[src/rtl/vram_arbiter_if.sv]
// Bus bundle between the VRAM arbiter, its two requesters (video fetch, Z80) and the RAM macro.
interface vram_arbiter_if #(
  parameter int AW = 13,
  parameter int DW = 8
);
  logic          vid_req;
  logic [AW-1:0] vid_ad;
  logic          vid_gnt;
  logic          vid_valid;
  logic [DW-1:0] vid_data;

  logic          cpu_req;
  logic          cpu_we;
  logic [AW-1:0] cpu_ad;
  logic [DW-1:0] cpu_wdata;
  logic          cpu_gnt;
  logic          cpu_wait;
  logic          cpu_valid;
  logic [DW-1:0] cpu_rdata;

  logic          ram_ce;
  logic          ram_oce;
  logic          ram_wre;
  logic [AW-1:0] ram_ad;
  logic [DW-1:0] ram_din;
  logic [DW-1:0] ram_dout;

  modport master (
    output vid_req, vid_ad, cpu_req, cpu_we, cpu_ad, cpu_wdata, ram_dout,
    input  vid_gnt, vid_valid, vid_data, cpu_gnt, cpu_wait, cpu_valid, cpu_rdata,
    input  ram_ce, ram_oce, ram_wre, ram_ad, ram_din
  );

  modport slave (
    input  vid_req, vid_ad, cpu_req, cpu_we, cpu_ad, cpu_wdata, ram_dout,
    output vid_gnt, vid_valid, vid_data, cpu_gnt, cpu_wait, cpu_valid, cpu_rdata,
    output ram_ce, ram_oce, ram_wre, ram_ad, ram_din
  );
endinterface

[src/rtl/vram_arbiter.sv]
// Single-port VRAM arbiter: video has priority, CPU is guaranteed a slot after STREAK video wins.
module vram_arbiter #(
  parameter int AW     = 13,
  parameter int DW     = 8,
  parameter int RD_LAT = 1,
  parameter int STREAK = 4
) (
  input logic           clk,
  input logic           reset,
  vram_arbiter_if.slave bus
);
  localparam logic [3:0] STREAK_MAX = 4'(STREAK);

  logic [3:0]      streak;
  logic            vid_gnt;
  logic            cpu_gnt;
  logic            rd_issue;
  logic [RD_LAT:0] tag_v;
  logic [RD_LAT:0] tag_c;

  // No grants while reset is held, so nothing can be issued into a clearing pipeline.
  always_comb begin
    vid_gnt = 1'b0;
    cpu_gnt = 1'b0;
    if (reset) begin
      if (bus.vid_req && !(bus.cpu_req && streak == STREAK_MAX))
        vid_gnt = 1'b1;
      else if (bus.cpu_req)
        cpu_gnt = 1'b1;
    end
  end

  assign bus.vid_gnt  = vid_gnt;
  assign bus.cpu_gnt  = cpu_gnt;
  assign bus.cpu_wait = bus.cpu_req & ~cpu_gnt;
  assign rd_issue     = vid_gnt | (cpu_gnt & ~bus.cpu_we);

  always_ff @(posedge clk or negedge reset) begin
    if (!reset) begin
      streak <= '0;
    end else if (!bus.cpu_req || cpu_gnt) begin
      streak <= '0;
    end else if (vid_gnt && streak != STREAK_MAX) begin
      streak <= streak + 4'd1;
    end
  end

  always_ff @(posedge clk or negedge reset) begin
    if (!reset) begin
      bus.ram_ce  <= 1'b0;
      bus.ram_oce <= 1'b0;
      bus.ram_wre <= 1'b0;
      bus.ram_ad  <= '0;
      bus.ram_din <= '0;
    end else begin
      bus.ram_ce  <= vid_gnt | cpu_gnt;
      bus.ram_wre <= cpu_gnt & bus.cpu_we;
      bus.ram_oce <= rd_issue;
      if (vid_gnt || cpu_gnt) begin
        bus.ram_ad  <= vid_gnt ? bus.vid_ad : bus.cpu_ad;
        bus.ram_din <= bus.cpu_wdata;
      end
    end
  end

  // Stage RD_LAT lines up with ram_dout; the return registers sample one edge later.
  always_ff @(posedge clk or negedge reset) begin
    if (!reset) begin
      tag_v         <= '0;
      tag_c         <= '0;
      bus.vid_valid <= 1'b0;
      bus.vid_data  <= '0;
      bus.cpu_valid <= 1'b0;
      bus.cpu_rdata <= '0;
    end else begin
      tag_v         <= {tag_v[RD_LAT-1:0], rd_issue};
      tag_c         <= {tag_c[RD_LAT-1:0], cpu_gnt};
      bus.vid_valid <= 1'b0;
      bus.cpu_valid <= 1'b0;
      if (tag_v[RD_LAT]) begin
        if (tag_c[RD_LAT]) begin
          bus.cpu_valid <= 1'b1;
          bus.cpu_rdata <= bus.ram_dout;
        end else begin
          bus.vid_valid <= 1'b1;
          bus.vid_data  <= bus.ram_dout;
        end
      end
    end
  end
endmodule

[src/flat_wrapper.sv]
// flat-port wrapper written by rule: the top's interface ports become plain ports
module vram_arbiter_flat 
#(
  parameter int AW     = 13,
  parameter int DW     = 8,
  parameter int RD_LAT = 1,
  parameter int STREAK = 4
)
  (clk, reset, bus_vid_req, bus_vid_ad, bus_cpu_req, bus_cpu_we, bus_cpu_ad, bus_cpu_wdata, bus_ram_dout, bus_vid_gnt, bus_vid_valid, bus_vid_data, bus_cpu_gnt, bus_cpu_wait, bus_cpu_valid, bus_cpu_rdata, bus_ram_ce, bus_ram_oce, bus_ram_wre, bus_ram_ad, bus_ram_din);
  vram_arbiter_if #(.AW(AW), .DW(DW)) bus_i ();
  input logic clk;
  input logic reset;
  input wire logic [$bits(bus_i.vid_req)-1:0] bus_vid_req;
  input wire logic [$bits(bus_i.vid_ad)-1:0] bus_vid_ad;
  input wire logic [$bits(bus_i.cpu_req)-1:0] bus_cpu_req;
  input wire logic [$bits(bus_i.cpu_we)-1:0] bus_cpu_we;
  input wire logic [$bits(bus_i.cpu_ad)-1:0] bus_cpu_ad;
  input wire logic [$bits(bus_i.cpu_wdata)-1:0] bus_cpu_wdata;
  input wire logic [$bits(bus_i.ram_dout)-1:0] bus_ram_dout;
  output wire logic [$bits(bus_i.vid_gnt)-1:0] bus_vid_gnt;
  output wire logic [$bits(bus_i.vid_valid)-1:0] bus_vid_valid;
  output wire logic [$bits(bus_i.vid_data)-1:0] bus_vid_data;
  output wire logic [$bits(bus_i.cpu_gnt)-1:0] bus_cpu_gnt;
  output wire logic [$bits(bus_i.cpu_wait)-1:0] bus_cpu_wait;
  output wire logic [$bits(bus_i.cpu_valid)-1:0] bus_cpu_valid;
  output wire logic [$bits(bus_i.cpu_rdata)-1:0] bus_cpu_rdata;
  output wire logic [$bits(bus_i.ram_ce)-1:0] bus_ram_ce;
  output wire logic [$bits(bus_i.ram_oce)-1:0] bus_ram_oce;
  output wire logic [$bits(bus_i.ram_wre)-1:0] bus_ram_wre;
  output wire logic [$bits(bus_i.ram_ad)-1:0] bus_ram_ad;
  output wire logic [$bits(bus_i.ram_din)-1:0] bus_ram_din;
  assign bus_i.vid_req = bus_vid_req;
  assign bus_i.vid_ad = bus_vid_ad;
  assign bus_i.cpu_req = bus_cpu_req;
  assign bus_i.cpu_we = bus_cpu_we;
  assign bus_i.cpu_ad = bus_cpu_ad;
  assign bus_i.cpu_wdata = bus_cpu_wdata;
  assign bus_i.ram_dout = bus_ram_dout;
  assign bus_vid_gnt = bus_i.vid_gnt;
  assign bus_vid_valid = bus_i.vid_valid;
  assign bus_vid_data = bus_i.vid_data;
  assign bus_cpu_gnt = bus_i.cpu_gnt;
  assign bus_cpu_wait = bus_i.cpu_wait;
  assign bus_cpu_valid = bus_i.cpu_valid;
  assign bus_cpu_rdata = bus_i.cpu_rdata;
  assign bus_ram_ce = bus_i.ram_ce;
  assign bus_ram_oce = bus_i.ram_oce;
  assign bus_ram_wre = bus_i.ram_wre;
  assign bus_ram_ad = bus_i.ram_ad;
  assign bus_ram_din = bus_i.ram_din;
  vram_arbiter #(.AW(AW), .DW(DW), .RD_LAT(RD_LAT), .STREAK(STREAK)) u_core (.clk(clk), .reset(reset), .bus(bus_i));
endmodule
[config.mk]
export PLATFORM = sky130hd
export DESIGN_NAME = vram_arbiter_flat
export DESIGN_NICKNAME = d
export VERILOG_FILES = /design/src/rtl/vram_arbiter_if.sv /design/src/rtl/vram_arbiter.sv /design/src/flat_wrapper.sv
export SDC_FILE = /design/constraint.sdc
export NUM_CORES = 1
export LEC_CHECK = 0
export ABC_CLOCK_PERIOD_IN_PS = 2500
export CAP_MARGIN = 10
export CELL_PAD_IN_SITES_DETAIL_PLACEMENT = 1
export CELL_PAD_IN_SITES_GLOBAL_PLACEMENT = 1
export CORE_MARGIN = 5
export CORE_UTILIZATION = 33
export CTS_BUF_LIST = sky130_fd_sc_hd__clkbuf_4 sky130_fd_sc_hd__clkbuf_8
export DETAILED_ROUTE_END_ITERATION = 6
export PLACE_DENSITY_LB_ADDON = 0.15
export SLEW_MARGIN = 15
export SYNTH_ARGS = -nofsm -noshare
export SYNTH_HDL_FRONTEND = slang
export SYNTH_SLANG_ARGS = --single-unit
[constraint.sdc]
create_clock -name clk -period 2.5 [get_ports clk]
set_clock_uncertainty 0.1 [all_clocks]
set_input_delay 0.625 -clock clk [delete_from_list [all_inputs] [get_ports clk]]
set_output_delay 0.625 -clock clk [all_outputs]
set_load 0.1 [all_outputs]
# After elaboration in Yosys (flattened, before gate mapping)
# Index checks and enable logic that the tools add are counted.
[op_classes] n_eq_ne=2 n_bitwise=8 n_addsub=1 mux=12 reduce_logical=10
[ops] cell="2-to-1 mux 13 bit" count=1
[ops] cell="2-to-1 mux 1 bit" count=9
[ops] cell="2-to-1 mux 4 bit" count=2
[ops] cell="adder 4 x 1 -> 4 bit, second input constant" count=1
[ops] cell="== test 4 x 3 -> 1 bit, second input constant" count=1
[ops] cell="inequality test 4 x 3 -> 1 bit, second input constant" count=1
[ops] cell="AND reduction 2 bit" count=2
[ops] cell="bitwise AND 1 bit" count=3
[ops] cell="logical AND 1 bit" count=3
[ops] cell="inverter 1 bit" count=3
[ops] cell="logical NOT 1 bit" count=2
[ops] cell="logical OR 1 bit" count=2
[ops] cell="OR 1 bit" count=2
[ops] cell="nonzero test 2 bit" count=1
[totals] out_inout_bits=45 ff_bits=50 input_bits=47 wordCells=45

# Depth between registers and ports, before layout
[depth] depth_word=9 mapped_depth=6 ltp_nobuf=5

# Worst setup path before layout
# OpenSTA, ideal clock, no wires.
[synth_path] path_kind="input to output" start="input port bus_cpu_req" end="output port bus_cpu_wait" required_time_ns=1.775 stages=4 t_arrival_ns=3.434 slack_ns=-1.659 n_path_buf=1 path_cell_list="nand2_4 > buf_6 > a21oi_1 > nor2_1"
[synth_between] elab_chain_cells=7 word_cells_on_any_way=8 cone_classes="mux: 3; bitwise: 2; reduce/logical: 3"
[synth_rtl] item="start, declared" line_no="flat_wrapper.sv:15" text="input wire logic [$bits(bus_i.cpu_req)-1:0] bus_cpu_req;"
[synth_rtl] item="logical AND 1 bit" line_no="vram_arbiter.sv:26" text="if (bus.vid_req && !(bus.cpu_req && streak == STREAK_MAX))"
[synth_rtl] item="logical NOT 1 bit" line_no="vram_arbiter.sv:26"
[synth_rtl] item="logical AND 1 bit" line_no="vram_arbiter.sv:26"
[synth_rtl] item="2-to-1 mux 1 bit (*)" line_no="vram_arbiter.sv:26"
[synth_rtl] item="2-to-1 mux 1 bit (*)" line_no="vram_arbiter.sv:25" text="if (reset) begin"
[synth_rtl] item="net bus_cpu_gnt" line_no="flat_wrapper.sv:23" text="output wire logic [$bits(bus_i.cpu_gnt)-1:0] bus_cpu_gnt;"
[synth_rtl] item="inverter 1 bit (*)" line_no="vram_arbiter.sv:35" text="assign bus.cpu_wait = bus.cpu_req & ~cpu_gnt;"
[synth_rtl] item="bitwise AND 1 bit (*)" line_no="vram_arbiter.sv:35"
[synth_rtl] item="end, declared" line_no="flat_wrapper.sv:24" text="output wire logic [$bits(bus_i.cpu_wait)-1:0] bus_cpu_wait;"
# The timed path passes the listed nets; every way through them passes the cells marked *.

# Worst setup path after layout
[layout_path] start="input port bus_vid_req" end="output port bus_vid_gnt"
[layout_between] elab_chain_cells=3
[layout_rtl] item="start, declared" line_no="flat_wrapper.sv:13" text="input wire logic [$bits(bus_i.vid_req)-1:0] bus_vid_req;"
[layout_rtl] item="logical AND 1 bit" line_no="vram_arbiter.sv:26"
[layout_rtl] item="2-to-1 mux 1 bit" line_no="vram_arbiter.sv:26"
[layout_rtl] item="2-to-1 mux 1 bit" line_no="vram_arbiter.sv:25"
[layout_rtl] item="end, declared" line_no="flat_wrapper.sv:20" text="output wire logic [$bits(bus_i.vid_gnt)-1:0] bus_vid_gnt;"
# Every way passes these cells.

==> results.md <==
* Post-CTS Hold Buffers at 0
* Largest cells by area after synthesis: dfrtp_1 (61%), mux2_2 (28%), inv_1 (1.5%), ha_1 (1.2%), buf_6 (1.1%)
* Ratio of cells with drive above 1 in the final layout at 0.5021
* CP Max Fanout at 4
* Ys async rst share at 1.000
* Routed wire length at 5186 µm
* RD Place Congestion at 0.7836
* Initial Utilization at 0.3411
* Drt pass-1 iters at 4
* Largest net degree at the start of global routing at 40
* Syn_area_per_cell at between 10 and 15 µm²
* Row count at 28
* Via/cell ratio at approximately 4.7
* Initial antenna violation count at 0
* Sequential share of the synthesized area at 0.6072
* HPWL after detailed placement at 4141 µm
* CP Cell Sequence: clkdlybuf4s50_1, o211ai_2, inv_1, buf_12
* Final Hold Fails at 0
* Clk Latency, worst-skew pair at 290 ps
* Area growth from synthesis to layout at 52.91%
* Final setup viols at 0
* Cell taking the most area after synthesis: dfrtp_1
* # DRC at 0
* Crit Path Class: in -> out
* Io pins at between 90 and 100
* CTS root buf: clkbuf_8
* Synth Instances at between 100 and 150
* Vias in the first global route at 1683
* Filler cell count at between 600 and 700
* CP max stage delay at 600 ps
* ANT nets after route at 0
* Commonest cells in the netlist: mux2_2 (50), dfrtp_1 (49), inv_1 (8)
* Clk sinks at 49
* Most frequent cell after synthesis: mux2_2
* Die H at around 88 µm
* Number of synthesized flops with an enable pin at 0
* Cell area after layout at 3088 µm²
* Grt ovf at 0
* Die W at 88.23 µm
* Leak at about 1.4 nW
* Core ar. at 5921 µm²
* #FFs+latches synth at 49
* Placed inst area at 2982 µm²
* Hold depth at 0
* Setup crit end kind: output pin
* Crit path DAT at 1690 ps
* Slowest CP cell: clkdlybuf4s50_1
* CTS H-tree lvls at 2
* Diodes inserted at 0
* DR iter-0 viols at 18
* TNS Setup at 0 ps
* R2R depth at 6
* Tightest Hold Check Type: reg -> reg
* Yosys cell types at 22
* Top FF cell, synth: dfrtp_1
* Syn nets at 184
* Cts bufs inserted at 5
* Max-slew violations at 0
* Outcome: finished, final reports clean
* Fin crit period at 2414 ps
* CP startpoint kind: input port
* IO buf count at 91
* Final #Nets at 287
* Routed WL per cell at 16.52 µm
* Total GRT Usage at 0.1374
* Max-cap viol count at 0
* Clk pin slew, worst setup/hold paths at ~90 ps
* Final hold slack at 253.3 ps
* Crit share post-route at 0.9655
* Yosys warns at 0
* Worst slew pin tran at around 500 ps
* Fmax achieved at 414.3 MHz
* Power Dens Cells at 887.2 nW/µm²
* CTS max path bufs at 2
* Slew margin rel. at 0.6752
* Peak supply drop at between 0.4 and 0.5 mV
* First-pass GRT wire length at 8307 µm
* DR vias at between 1000 and 1500
* Data required time of the worst path at 1770 ps
* Placed cell count at between 300 and 400
* Synth Cell Area at 2019 µm²
* Die area at 7784 µm²
* CTS tree: yes
* Area share of the largest cell type after synthesis at 0.6072
* Final std cells w/o fill at 314
worst max-delay path: cells and delay by family:
family          cells  cell delay, ps
compound gates      1             140
buf+inv             3             910
metal layers:
| metal | routed length (µm) | track usage | vias to the layer above |
|---|---|---|---|
| li1 | - | - | 677 |
| met1 | 1836 | 0.1480 | 738 |
| met2 | 2767 | 0.2563 | 68 |
| met3 | 567 | 0.05121 | 2 |
| met4 | 14 | 0.02885 | 0 |
| met5 | 0 | 0 | - |
area by class of cell:
type	count	area (µm²)	area share
inverters	8	30.03	0.009724
clock inverters	2	15.01	0.004862
well taps	75	93.84	0.03039
clock buffers	6	76.32	0.02472
repair buffers	99	889.6	0.2881
multi-input cells	75	755.7	0.2447
flip-flops and latches	49	1227	0.3975
kinds of logic after synthesis:
| kind of cell | after synthesis | share of synthesized area |
|---|---|---|
| compound gates | 8 | 0.02974 |
| xor+xnor | 1 | 0.004338 |
| fa+ha+maj | 2 | 0.01239 |
| buf+inv | 11 | 0.02788 |
| flops | 49 | 0.6072 |
| mux | 50 | 0.2788 |
| simple gates | 14 | 0.03966 |
stage by stage:
step	util	worst slack [ps]	total power [mW]
floorplan	-	45.22	1.949
global placement	0.5036	7.658	2.271
detailed placement	0.5036	-4.271	2.301
CTS	0.5188	63.12	2.777
global route	0.5216	-17.30	2.856
finish	0.5216	86.20	2.740
report_power, final:
part | switching (mW) | internal, mW | total [mW] | leakage (nW)
clock | 0.258 | 0.208 | 0.466 | 0.0408
sequential | 0.0603 | 0.904 | 0.964 | 0.590
combinational | 0.979 | 0.330 | 1.31 | 0.763
worst paths after layout:
path | from | to | slack (ps)
worst max-delay path | bus_vid_req | bus_vid_gnt | 90
worst min-delay path | u_core.tag_c[0]$_DFF_PN0_ | u_core.tag_c[1]$_DFF_PN0_ | 250
worst max register to register | u_core.streak[0]$_DFFE_PN0P_ | u_core.bus.ram_ad[11]$_DFFE_PN0P_ | 580
worst min register to register | u_core.tag_c[0]$_DFF_PN0_ | u_core.tag_c[1]$_DFF_PN0_ | 250
max in group asynchronous | reset | u_core.streak[0]$_DFFE_PN0P_ | 1520
min in group asynchronous | reset | u_core.bus.ram_ad[4]$_DFFE_PN0P_ | 300
repair_timing:
| action | 4_1_cts | 5_1_grt |
|---|---|---|
| endpoints found under the setup margin | 1 | 3 |
| buffers inserted | 0 | 2 |
| pin swaps | 0 | 1 |
| resized for setup | 1 | 1 |
state kept, by name, summed over array words and instances (netlist names):
name                  count
u_core.bus.vid_data       8
u_core.tag_c              2
u_core.tag_v              2
u_core.bus.vid_valid      1
u_core.bus.cpu_valid      1
u_core.streak             4
u_core.bus.ram_ce         1
u_core.bus.ram_ad        13
u_core.bus.cpu_rdata      8
u_core.bus.ram_wre        1
u_core.bus.ram_din        8
cells in the final DEF, fill, tap and decap left out, types with 2 or more instances in the layout:
cell	synthesis	routed
mux2_2	50	50
buf_4	0	50
dfrtp_1	49	48
clkdlybuf4s50_1	0	44
inv_1	8	8
nand2_1	5	5
clkbuf_8	0	5
o21ai_0	3	3
buf_12	0	3
nand3_1	2	2
ha_1	2	2
clkinvlp_4	0	2
Note: power is estimated with default switching activity, not from simulation.
